`config.mk`:
```
export PLATFORM = sky130hd
export DESIGN_NAME = cpu_run_ctrl
export DESIGN_NICKNAME = d
export VERILOG_FILES = /design/src/rtl/cpu_run_ctrl.sv
export SDC_FILE = /design/constraint.sdc
export NUM_CORES = 1
export LEC_CHECK = 0
export ABC_CLOCK_PERIOD_IN_PS = 5800
export BUFFER_PORTS_ARGS = -buffer_cell sky130_fd_sc_hd__buf_4
export CORE_MARGIN = 5
export CORE_UTILIZATION = 43
export DETAILED_ROUTE_END_ITERATION = 10
export PLACE_DENSITY = 0.72
export SYNTH_ARGS = -nofsm -noshare
export SYNTH_HDL_FRONTEND = slang
export SYNTH_SLANG_ARGS = --single-unit
```
`constraint.sdc`:
```
create_clock -name i_clk -period 5.8 [get_ports i_clk]
set_input_delay 0.29 -clock i_clk [delete_from_list [all_inputs] [get_ports i_clk]]
set_output_delay 0.29 -clock i_clk [all_outputs]
set_load 0.01 [all_outputs]
```
`src/rtl/cpu_run_ctrl.sv`:
```
// ============================================================================
// Module   : cpu_run_ctrl
// Brief    : simpleCPU run controller: reset hold, halt/run/step, PC breakpoint,
//            saturating executed-cycle counter.
// Revision : 1.0
// ============================================================================
`default_nettype none

module cpu_run_ctrl #(
  parameter int PC_WIDTH   = 8,
  parameter int CNT_WIDTH  = 16,
  parameter int RST_CYCLES = 4
) (
  input  logic                 i_clk,
  input  logic                 i_rst,
  input  logic                 i_cpu_rst_req,
  input  logic                 i_halt,
  input  logic                 i_step,
  input  logic                 i_run,
  input  logic                 i_bp_en,
  input  logic [PC_WIDTH-1:0]  i_bp_addr,
  input  logic [PC_WIDTH-1:0]  i_pc,
  output logic                 o_cpu_en,
  output logic                 o_cpu_rst,
  output logic [1:0]           o_state,
  output logic                 o_bp_hit,
  output logic [CNT_WIDTH-1:0] o_cycles
);

  localparam int RC_W = (RST_CYCLES > 1) ? $clog2(RST_CYCLES) : 1;
  localparam logic [RC_W-1:0]      RC_LOAD = RC_W'(RST_CYCLES - 1);
  localparam logic [CNT_WIDTH-1:0] CYC_MAX = '1;

  typedef enum logic [1:0] {
    S_RESET = 2'd0,
    S_HALT  = 2'd1,
    S_RUN   = 2'd2,
    S_STEP  = 2'd3
  } state_t;

  state_t               state_q;
  logic [RC_W-1:0]      rcnt_q;
  logic                 skip_q;
  logic                 bp_hit_q;
  logic                 cpu_rst_q;
  logic [CNT_WIDTH-1:0] cycles_q;
  logic [CNT_WIDTH-1:0] cycles_d;
  logic                 cpu_en_d;
  logic                 bp_match;

  always_comb begin
    bp_match = i_bp_en && (i_pc == i_bp_addr);
  end

  // The enable drops in the very cycle the PC sits on the breakpoint, so the
  // instruction there never executes; skip lets a resume execute it once.
  always_comb begin
    cpu_en_d = 1'b0;
    case (state_q)
      S_RUN:   cpu_en_d = !(bp_match && !skip_q);
      S_STEP:  cpu_en_d = 1'b1;
      default: cpu_en_d = 1'b0;
    endcase
  end

  always_comb begin
    cycles_d = cycles_q;
    if (cpu_en_d && (cycles_q != CYC_MAX)) begin
      cycles_d = cycles_q + 1'b1;
    end
  end

  always_ff @(posedge i_clk) begin
    if (i_rst || i_cpu_rst_req) begin
      state_q   <= S_RESET;
      rcnt_q    <= RC_LOAD;
      cpu_rst_q <= 1'b1;
      bp_hit_q  <= 1'b0;
      skip_q    <= 1'b0;
      cycles_q  <= '0;
    end else begin
      cycles_q <= cycles_d;
      case (state_q)
        S_RESET: begin
          cycles_q <= '0;
          bp_hit_q <= 1'b0;
          if (rcnt_q == '0) begin
            state_q   <= S_HALT;
            cpu_rst_q <= 1'b0;
          end else begin
            rcnt_q <= rcnt_q - 1'b1;
          end
        end
        // i_halt outranks step/run, so a halt pulse here swallows them.
        S_HALT: begin
          if (!i_halt) begin
            if (i_step) begin
              state_q  <= S_STEP;
              bp_hit_q <= 1'b0;
            end else if (i_run) begin
              state_q  <= S_RUN;
              skip_q   <= 1'b1;
              bp_hit_q <= 1'b0;
            end
          end
        end
        S_RUN: begin
          skip_q <= 1'b0;
          if (bp_match && !skip_q) begin
            state_q  <= S_HALT;
            bp_hit_q <= 1'b1;
          end else if (i_halt) begin
            state_q <= S_HALT;
          end
        end
        S_STEP: begin
          state_q <= S_HALT;
        end
        default: begin
          state_q <= S_RESET;
        end
      endcase
    end
  end

  assign o_cpu_en  = cpu_en_d;
  assign o_cpu_rst = cpu_rst_q;
  assign o_state   = state_q;
  assign o_bp_hit  = bp_hit_q;
  assign o_cycles  = cycles_q;

endmodule

`default_nettype wire

```
==> metrics.md <==
| Metric | Value |
|---|---|
| Hold depth | `3` |
| Worst reg-to-reg path cell count | `6` |
| Die ar. | `4340 sq um` |
| Final Cycle Share | `45.1%` |
| Crit path DAT | `2.77 ns` |
| Max frequency | `383 MHz` |
| Postcts setup bufs | `0` |
| CP Capture Type | `register` |
| Final GP Congestion | `0.777` |
| Max-Cap Viols | `0` |
| Layout area overhead | `26.1%` |
| Post-synth EDFFs | `0` |
| Req. time, crit path | `5.96 ns` |
| Htree depth | `1` |
| Peak supply drop | `0.109 mV` |
| Hold-fix buffers, CTS | `0` |
| Number of remaining DRC errors | `0` |
| Leakage | `0.597 nW` |
| Initial antenna violation count | `0` |
| WL/cell | `13.5 microns` |
| Unique masters post-synth | `43` |
| WS Path Type | `register to register` |
| Die Span X | `65.9 microns` |
| Endpoints failing hold | `0` |
| Vias in the first global route | `1224` |
| Cell area after synthesis | `1340 sq um` |
| YS warnings | `0` |
| GRT overflow | `0` |
| Fill cells | `299` |
| Worst-Skew Late Latency | `0.32 ns` |
| Run status | `finished clean` |
| DR vias/cell | `5.57` |
| Reg-to-Reg End | `o_cycles[11]` |
| Clk slew on worst S/H paths | `0.13 ns` |
| Total Nets Final | `223` |
| 1st-pass router iterations | `4` |
| HP Class | `input port to register` |
| Critical Path Source Type | `register` |
| Post-DP HPWL | `2530 microns` |
| Share of layout cells above drive strength 1 | `34.0%` |
| CORE AREA | `3030 sq um` |
| Clock sinks | `23` |
| Drt first-iter violations | `83` |
| # setup viols final | `0` |
| CTS Buf Count | `3` |
| CTS tree | `built` |
| Total track usage | `15.1%` |
| Via Count | `1343` |
| RSZ-0062 raised after global routing | `false` |
| Critical path peak fanout | `22` |
| Largest net degree at the start of global routing | `29` |
| Final WL | `3240 microns` |
| FF-to-FF Start | `o_cycles[1]` |
| Die Y | `65.9 microns` |
| Top_reg_cell synth | `dfxtp_1` |
| Rel. slew slack | `20.6%` |
| Hold Worst Slack | `0.226 ns` |
| P per Cell Area | `154 nW/um^2` |
| Synthesized instance count | `156` |
| Cts repair resizes | `0` |
| Fin cells | `241` |
| Syn nets | `181` |
| Synth async-reset ratio | `0%` |
| Multi-input logic area | `797 sq um` |
| Deepest clock path buffer count | `2` |
| R2R Setup Slk | `3.19 ns` |
| Root buf cell | `clkbuf_4` |
| WHS Endpoint | `rcnt_q[0]` |
| Pins Over Slew Limit | `0` |
| Syn avg cell area | `8.61 sq um` |
| First-pass GRT wire length | `5270 microns` |
| Routed Antenna Nets | `0` |
| FF+latch area | `460 sq um` |
| Measured slew at the worst slew-check pin | `1.18 ns` |
| Clock skew | `0.00861 ns` |
| IO buf count | `43` |
| Initial core utilization | `44.3%` |
| Min-delay src | `i_rst` |
| # placed instances | `237` |
| Flops & latches, synth | `23` |
| Ant. Diodes | `0` |
| Setup TNS | `0 ns` |
| Fin crit period | `2.61 ns` |
| Seq/Total Area, Yosys | `34.3%` |
| Ports | `44` |
| Rows | `20` |
==> state kept, by name (all words and copies together), names as in the netlist <==
| name | count |
|---|---|
| rcnt_q | 2 |
| skip_q | 1 |
| o_cpu_rst | 1 |
| o_state | 2 |
| o_cycles | 16 |
| o_bp_hit | 1 |
==> final cells by class <==
cell class	count	share of cell area, %
tap	44	3.25
timing repair buffer	44	19.5
multi-input combinational	120	47.1
clock buffer	3	1.33
inverter	6	1.33
clock inverter	1	0.296
sequential	23	27.2
==> kinds of logic after synthesis <==
family	Yosys count	share of synthesized area, %
AO/OA/AOI/OAI	42	22.6
buffers and inverters	13	6.34
adder cells (fa/ha/maj)	2	1.86
AND/OR/NAND/NOR	66	28.3
multiplexers	1	0.746
XOR/XNOR	9	5.87
flip-flops	23	34.3
==> power by group <==
part	total (mW)	switching, mW	internal, mW	leakage, nW
combinational	0.0256	0.0101	0.0155	0.394
clock	0.0763	0.0505	0.0258	0.0177
sequential	0.159	0.000421	0.159	0.186
==> critical path, cell delays in order, from the launching register on <==
cell	delay [ns]
dfxtp_1	0.44
ha_1	0.22
nand3_1	0.19
or2_4	0.32
nor3_2	0.95
or4_2	0.27
a21oi_1	0.06
==> cells in the mapped netlist (2+ instances only) <==
cell type  count  area share, %
nor4_1         3            1.4
o31ai_1       11            6.2
clkbuf_1       2           0.56
xnor2_1        9            5.9
nor3_1         2           0.75
or4_1          6            3.4
a31oi_1        2           0.93
inv_1          5            1.4
nor2_1         9            2.5
or2_2          2           0.93
buf_6          2            1.7
nand2_1       15            4.2
nand4_1        6            2.8
a21oi_2        5            3.3
a21oi_1       10            3.7
ha_1           2            1.9
o21ai_0        6            2.2
nand3_1        7            2.6
dfxtp_1       23             34
or3_1          2           0.93
or4_2          5            3.3
==> how the worst max path moves through the flow <==
stage | startpoint | end | cells past startpoint
6_report | o_cycles[1] | o_cycles[11] | 6
3_3_place_gp | o_cycles[1] | o_cycles[4] | 6
4_1_cts | o_cycles[0] | o_cycles[11] | 6
5_1_grt | o_cycles[0] | o_cycles[9] | 6
2_1_floorplan | o_cycles[0] | o_cycles[6] | 7
3_5_place_dp | o_cycles[0] | o_cycles[11] | 6
==> cells in the final DEF, fill, tap and decap left out, drive strengths merged <==
cell type	Yosys	layout
o21a	1	1
nor2b	1	1
ha	2	2
nor2	9	9
nand2b	1	1
nor4	3	3
and4	1	1
o211ai	1	1
clkbuf	2	3
o2111ai	1	1
nand2	15	15
buf	5	44
nand3	8	8
xnor2	9	9
mux2i	1	1
or3	3	3
clkinv	0	1
o21ai	8	8
dfxtp	23	23
nand4	6	6
or4	11	11
o41ai	1	1
nor3	3	3
or2	3	3
a31o	1	1
o31ai	11	11
inv	6	6
a21oi	15	15
a31oi	2	2
nor4bb	1	1
nand3b	1	1
a41o	1	1
==> metrics by stage <==
step / area (sq um) / worst slack [ns] / power [mW] / utilization [%]
floorplan: 1340 / 3.89 / 0.174 / -
global placement: 1670 / 3.42 / 0.188 / 55.0
detailed placement: 1670 / 3.25 / 0.189 / 55.0
CTS: 1690 / 3.21 / 0.264 / 55.9
global route: 1690 / 2.94 / 0.274 / 55.9
finish: 1690 / 3.19 / 0.261 / 55.9
==> routing by layer <==
metal | vias up | share of wire [%] | GRT usage (%) | wire length, microns
li1 | 671 | - | - | -
met1 | 644 | 42 | 17.2 | 1360
met2 | 24 | 53 | 27.3 | 1710
met3 | 4 | 4.4 | 4.42 | 144
met4 | 0 | 0.77 | 3.89 | 25
met5 | - | 0 | 0 | 0
Note: power is estimated with default switching activity, not from simulation.
